===== config.mk =====
export PLATFORM = sky130hd
export DESIGN_NAME = commit_trace_buffer
export DESIGN_NICKNAME = d
export VERILOG_FILES = /design/src/rtl/commit_trace_buffer.sv
export SDC_FILE = /design/constraint.sdc
export NUM_CORES = 1
export LEC_CHECK = 0
export CAP_MARGIN = 0
export CORE_MARGIN = 1.5
export CORE_UTILIZATION = 60
export DETAILED_ROUTE_END_ITERATION = 16
export PLACE_DENSITY = 0.89
export SLEW_MARGIN = 20
export SYNTH_ARGS = -nofsm -noshare
export SYNTH_HDL_FRONTEND = slang
export SYNTH_SLANG_ARGS = --single-unit

===== constraint.sdc =====
create_clock -name clk -period 17.7 [get_ports clk]
set_input_delay 1.77 -clock clk [delete_from_list [all_inputs] [get_ports clk]]
set_output_delay 1.77 -clock clk [all_outputs]
set_load 0.05 [all_outputs]

===== src/rtl/commit_trace_buffer.sv =====
// rtl/commit_trace_buffer.sv - retire-trace capture FIFO with counters and watchdog
//
// Purpose:
//   Classifies each retired instruction (NOP, REG, LOAD, STORE, HALT) and tags it
//   with a 0-based instruction number. Records are queued in a DEPTH-entry FIFO
//   and drained over a valid/ready port. The unit also keeps instruction, cycle
//   and drop counters and a runaway-cycle watchdog.
//
// Ports:
//   clk, rst_n                 clock, synchronous active-low reset
//   cm_valid .. cm_halt        retire-side inputs (one instruction per cycle max)
//   trc_valid, trc_ready       head-of-FIFO handshake
//   trc_kind/inum/pc/reg/data/addr   head record fields
//   level                      FIFO occupancy
//   inst_count, cycle_count, drop_count   saturating counters
//   overflow, halted, timeout, done       status flags
module commit_trace_buffer #(
    parameter int DATA_W      = 16,
    parameter int REG_AW      = 4,
    parameter int DEPTH       = 16,
    parameter int CNT_W       = 32,
    parameter int CYCLE_LIMIT = 100000
) (
    input  logic                       clk,
    input  logic                       rst_n,
    input  logic                       cm_valid,
    input  logic [DATA_W-1:0]          cm_pc,
    input  logic                       cm_regwrite,
    input  logic [REG_AW-1:0]          cm_wreg,
    input  logic [DATA_W-1:0]          cm_wdata,
    input  logic                       cm_memread,
    input  logic                       cm_memwrite,
    input  logic [DATA_W-1:0]          cm_addr,
    input  logic [DATA_W-1:0]          cm_mdata,
    input  logic                       cm_halt,
    output logic                       trc_valid,
    input  logic                       trc_ready,
    output logic [2:0]                 trc_kind,
    output logic [CNT_W-1:0]           trc_inum,
    output logic [DATA_W-1:0]          trc_pc,
    output logic [REG_AW-1:0]          trc_reg,
    output logic [DATA_W-1:0]          trc_data,
    output logic [DATA_W-1:0]          trc_addr,
    output logic [$clog2(DEPTH):0]     level,
    output logic [CNT_W-1:0]           inst_count,
    output logic [CNT_W-1:0]           cycle_count,
    output logic [CNT_W-1:0]           drop_count,
    output logic                       overflow,
    output logic                       halted,
    output logic                       timeout,
    output logic                       done
);

    localparam int PTR_W = $clog2(DEPTH);
    localparam int LVL_W = PTR_W + 1;

    localparam logic [2:0] K_NOP   = 3'd0;
    localparam logic [2:0] K_REG   = 3'd1;
    localparam logic [2:0] K_LOAD  = 3'd2;
    localparam logic [2:0] K_STORE = 3'd3;
    localparam logic [2:0] K_HALT  = 3'd4;

    localparam logic [LVL_W-1:0] L_FULL    = LVL_W'(DEPTH);
    localparam logic [LVL_W-1:0] L_NORMAL  = LVL_W'(DEPTH - 1);
    localparam logic [CNT_W-1:0] CNT_MAX   = {CNT_W{1'b1}};
    localparam logic [CNT_W-1:0] CYC_LAST  = CNT_W'(CYCLE_LIMIT - 1);

    typedef enum logic [1:0] {
        S_RUN,
        S_HALTED,
        S_TIMEOUT
    } state_t;

    state_t               r_state;
    logic                 r_halted;
    logic                 r_timeout;
    logic                 r_overflow;
    logic [CNT_W-1:0]     r_inst_count;
    logic [CNT_W-1:0]     r_cycle_count;
    logic [CNT_W-1:0]     r_drop_count;
    logic [LVL_W-1:0]     r_level;
    logic [PTR_W-1:0]     r_wr_ptr;
    logic [PTR_W-1:0]     r_rd_ptr;

    logic [2:0]           r_mem_kind [DEPTH];
    logic [CNT_W-1:0]     r_mem_inum [DEPTH];
    logic [DATA_W-1:0]    r_mem_pc   [DEPTH];
    logic [REG_AW-1:0]    r_mem_reg  [DEPTH];
    logic [DATA_W-1:0]    r_mem_data [DEPTH];
    logic [DATA_W-1:0]    r_mem_addr [DEPTH];

    logic [2:0]           w_kind;
    logic [REG_AW-1:0]    w_reg;
    logic [DATA_W-1:0]    w_data;
    logic [DATA_W-1:0]    w_addr;
    logic                 w_take;
    logic                 w_pop;
    logic [LVL_W-1:0]     w_limit;
    logic                 w_push;
    logic                 w_drop;

    // Classification: a register write wins over halt, halt over store.
    always_comb begin
        w_kind = K_NOP;
        w_reg  = '0;
        w_data = '0;
        w_addr = '0;
        if (cm_regwrite) begin
            w_kind = cm_memread ? K_LOAD : K_REG;
            w_reg  = cm_wreg;
            w_data = cm_wdata;
            w_addr = cm_memread ? cm_addr : '0;
        end else if (cm_halt) begin
            w_kind = K_HALT;
        end else if (cm_memwrite) begin
            w_kind = K_STORE;
            w_addr = cm_addr;
            w_data = cm_mdata;
        end
    end

    // The last FIFO slot is kept for the HALT record so it can never be lost;
    // a push at the limit still fits if the head leaves on the same edge.
    always_comb begin
        w_take  = cm_valid && (r_state == S_RUN);
        w_pop   = (r_level != '0) && trc_ready;
        w_limit = (w_kind == K_HALT) ? L_FULL : L_NORMAL;
        w_push  = w_take && ((r_level < w_limit) || ((r_level == w_limit) && w_pop));
        w_drop  = w_take && !w_push;
    end

    // Storage is not reset; the pointers alone define what is valid.
    always_ff @(posedge clk) begin
        if (w_push) begin
            r_mem_kind[r_wr_ptr] <= w_kind;
            r_mem_inum[r_wr_ptr] <= r_inst_count;
            r_mem_pc[r_wr_ptr]   <= cm_pc;
            r_mem_reg[r_wr_ptr]  <= w_reg;
            r_mem_data[r_wr_ptr] <= w_data;
            r_mem_addr[r_wr_ptr] <= w_addr;
        end
    end

    always_ff @(posedge clk) begin
        if (!rst_n) begin
            r_state       <= S_RUN;
            r_halted      <= 1'b0;
            r_timeout     <= 1'b0;
            r_overflow    <= 1'b0;
            r_inst_count  <= '0;
            r_cycle_count <= '0;
            r_drop_count  <= '0;
            r_level       <= '0;
            r_wr_ptr      <= '0;
            r_rd_ptr      <= '0;
        end else begin
            if (w_push) begin
                r_wr_ptr <= r_wr_ptr + 1'b1;
            end
            if (w_pop) begin
                r_rd_ptr <= r_rd_ptr + 1'b1;
            end
            r_level <= r_level + LVL_W'(w_push) - LVL_W'(w_pop);

            if (w_take && (r_inst_count != CNT_MAX)) begin
                r_inst_count <= r_inst_count + 1'b1;
            end
            if (w_drop) begin
                r_overflow <= 1'b1;
                if (r_drop_count != CNT_MAX) begin
                    r_drop_count <= r_drop_count + 1'b1;
                end
            end

            case (r_state)
                S_RUN: begin
                    if (r_cycle_count != CNT_MAX) begin
                        r_cycle_count <= r_cycle_count + 1'b1;
                    end
                    if (cm_valid && cm_halt) begin
                        r_state  <= S_HALTED;
                        r_halted <= 1'b1;
                    end else if (r_cycle_count == CYC_LAST) begin
                        r_state   <= S_TIMEOUT;
                        r_timeout <= 1'b1;
                    end
                end
                S_HALTED:  r_state <= S_HALTED;
                S_TIMEOUT: r_state <= S_TIMEOUT;
                default:   r_state <= S_RUN;
            endcase
        end
    end

    assign trc_valid   = (r_level != '0);
    assign trc_kind    = r_mem_kind[r_rd_ptr];
    assign trc_inum    = r_mem_inum[r_rd_ptr];
    assign trc_pc      = r_mem_pc[r_rd_ptr];
    assign trc_reg     = r_mem_reg[r_rd_ptr];
    assign trc_data    = r_mem_data[r_rd_ptr];
    assign trc_addr    = r_mem_addr[r_rd_ptr];
    assign level       = r_level;
    assign inst_count  = r_inst_count;
    assign cycle_count = r_cycle_count;
    assign drop_count  = r_drop_count;
    assign overflow    = r_overflow;
    assign halted      = r_halted;
    assign timeout     = r_timeout;
    assign done        = (r_halted || r_timeout) && (r_level == '0);

endmodule


==> flow_summary.yaml <==
sta:
  slew_violations: 0
  setup_viol: 0
  setup_tns_ps: 0
  slew_headroom: 0.206
  post-route-period-util: 0.423
  clock.fmax_mhz: 134
  finalClockSkew_ps: 29.5
  rsz0062_at_grt: "false"
  period_needed_ps: 7480
  timing.final.hold_violations: 0
  worst_pin_slew_ps: 1190
clocking:
  clock_latency_ps: 770
  htreeDepth: 4
  cts.clk_slew.worst_paths_ps: 60
  cts_hold_buffers: 0
  cts_tree: "done"
  cts_buffers: 146
  clock_sinks: 1510
  clock_path_buffers: 3
  cts-root-buf: "clkbuf_16"
  cts-resized-gates: 0
  post_cts_buffers: 0
die:
  die_y_microns: 315
  start_util: 0.605
  rows: 114
  io_pins: 269
  die-area_sq_um: 99300
  die_w_microns: 315
  fp.coreArea_sq_um: 96600
setup_path:
  rr_endpoint: "r_mem_inum[9][21]"
  worst_ep_required_time_ps: 15930
  r2r_cells: 8
  regToRegStartpoint: "level[4]"
  rrSetupSlack_ps: 12840
  crit_arrival_ps: 5710
  critical_path_class: "reg -> out"
  worstSetupEndpointType: "output pin"
  cp_max_fo: 78
  start_kind: "register"
  crit_end: "trc_inum[9]"
power:
  comb_power_share: 0.220
  p_seq_frac: 0.442
  total_leakage_power_nw: 20.7
  peakVddDrop_mv: 0.0861
  power_density_nw_per_um2: 135
  p_clk_frac: 0.338
  p_int_w: 0.00646
  p_switching_w: 0.00268
  sw_frac_of_total: 0.293
routing:
  wl_per_cell_microns: 37.8
  vias: 32800
  drc: 0
  drtAntennaViolNets: 0
  drt-vias-per-instance: 7.36
  drt-total-wl_microns: 168000
  drt_iter0_drc: 4972
  drtPass1Iterations: 5
global_routing:
  antenna_found_initial: 6
  grt_max_degree: 121
  grtUsageTotal: 0.342
  first_global_vias: 32500
  grt_pass1_wl_microns: 240000
  grt_overflow: 0
cells_and_area:
  fillers: 5087
  layout-drive-gt1-share: 0.227
  multiInputGateArea_sq_um: 13800
  seqCellArea_sq_um: 44200
  instances_no_fill: 4457
  nets: 3154
  top_register: "r_mem_inum"
  largest_register_ffs: 512
  syn2layout_area_growth_pct: 15.5
place:
  dp.cells: 4183
  io_buffers: 268
  gp_congestion: 0.880
  dpl.hpwl_microns: 82800
yosys:
  synth_flop_cell: "edfxtp_1"
  ys_seq_area_frac: 0.756
  synthCells: 2724
  synth_enable_flop_cells: 1392
  ys_types: 54
  synth_nets: 2820
  async_reset_ff_frac: 0
  avgSynthCellArea_sq_um: 21.5
  ys_seq_elements: 1510
  netlist_area_sq_um: 58500
  synth_warnings: 0
min_path:
  hold_path_class: "reg -> reg"
run_status:
  outcome: "finished clean"
job:
  drv_cap: 0
power by group through the flow:
stage               Sequential [W]  Combinational (W)  Clock [W]
floorplan                  0.00409            0.00138          0
global placement           0.00409            0.00187          0
detailed placement         0.00411            0.00194          0
CTS                        0.00404            0.00200    0.00310
global route               0.00404            0.00207    0.00323
finish                     0.00404            0.00201    0.00309
layer usage:
metal	vias to the layer above	track usage	part of all wire
li1	12200	-	-
met1	16900	0.448	0.33
met2	3168	0.561	0.50
met3	498	0.0738	0.12
met4	6	0.147	0.047
met5	-	0	0.00019
worst max-delay path, cell delays in order, from the launching register on:
cell,delay (ps)
dfxtp_4,1010
buf_4,930
buf_4,1030
mux4_2,470
mux4_2,570
clkdlybuf4s50_1,740
cell usage in the layout, fill, tap and decap left out, types with 5 or more instances in the layout:
master and instances:
nor4_1 11, buf_4 49, inv_1 28, clkdlybuf4s50_1 268, nor3_2 5, dfxtp_1 114
bufinv_16 6, clkbuf_16 146, mux2i_1 15, and2_1 31, buf_6 6, nor3_1 7
nand4_1 31, clkinv_1 29, o21ai_0 31, or3_1 33, and3_1 7, a21oi_1 83
nand2b_1 15, edfxtp_1 1392, o31ai_1 47, or4_1 45, and4_1 12, nor2_4 12
clkbuf_1 43, clkinv_2 18, nand2_1 54, a22o_1 16, ha_1 19, nor2_1 33
nand3_1 45, xnor2_1 8, mux4_2 435, clkinv_16 7
cell families after synthesis:
group | after synthesis | share of synthesized area
xor gates and xnor gates | 12 | 0.00180
AOI/OAI and AO/OA | 207 | 0.0223
DFF | 1510 | 0.756
and+or+nand+nor | 355 | 0.0345
adders and majority gates | 20 | 0.00441
buffers and inverters | 170 | 0.0113
muxes | 450 | 0.170
metrics by stage:
stage	hold WS [ps]	instance area, sq um	power (W)	setup WS, ps	utilization
3_3_place_gp	475	62800	0.00596	10790	0.650
2_1_floorplan	474	58500	0.00547	7860	-
3_5_place_dp	494	62800	0.00604	10510	0.650
5_1_grt	538	67500	0.00934	10200	0.699
6_report	508	67500	0.00914	10220	0.699
4_1_cts	505	67400	0.00914	10120	0.698
layout make-up:
cell class	count	area share
flip-flops and latches	1510	0.654
multi-input cells	1044	0.204
clock buffers	191	0.0569
repair buffers	327	0.0476
well taps	1276	0.0236
clock inverters	76	0.0117
inverters	29	0.00161
diodes	4	0.000148
cells in the mapped netlist (all sizes together) (3+ instances only):
master / count / area share
mux2i: 15 / 0.0026
a21o: 5 / 0.00064
inv: 28 / 0.0018
nor3b: 3 / 0.00039
ha: 19 / 0.0041
buf: 45 / 0.0033
o211ai: 4 / 0.00051
a22o: 16 / 0.0024
and4: 12 / 0.0018
o21a: 4 / 0.00051
nor2: 45 / 0.0029
xor2: 4 / 0.00060
edfxtp: 1392 / 0.72
xnor2: 8 / 0.0012
nand4: 31 / 0.0033
dfxtp: 118 / 0.040
nand2: 54 / 0.0035
clkbuf: 96 / 0.0062
o21ai: 32 / 0.0027
nor3: 12 / 0.0010
or3: 33 / 0.0035
or4: 45 / 0.0058
nor4: 12 / 0.0014
o31ai: 49 / 0.0063
nand2b: 15 / 0.0016
mux4: 435 / 0.17
a21oi: 83 / 0.0071
and3: 7 / 0.00075
or2: 3 / 0.00032
and2: 31 / 0.0033
nand3: 45 / 0.0039
how the worst min path moves through the flow:
stage / endpoint / startpoint / slack [ps] / depth (start not counted)
6_report: drop_count[31] / drop_count[31] / 510 / 2
5_1_grt: drop_count[31] / drop_count[31] / 540 / 2
4_1_cts: drop_count[15] / drop_count[15] / 500 / 2
3_5_place_dp: drop_count[15] / drop_count[15] / 490 / 2
3_3_place_gp: drop_count[21] / drop_count[21] / 470 / 2
2_1_floorplan: r_state[0] / r_state[1] / 470 / 1
Power figures use the tool's default switching activity.
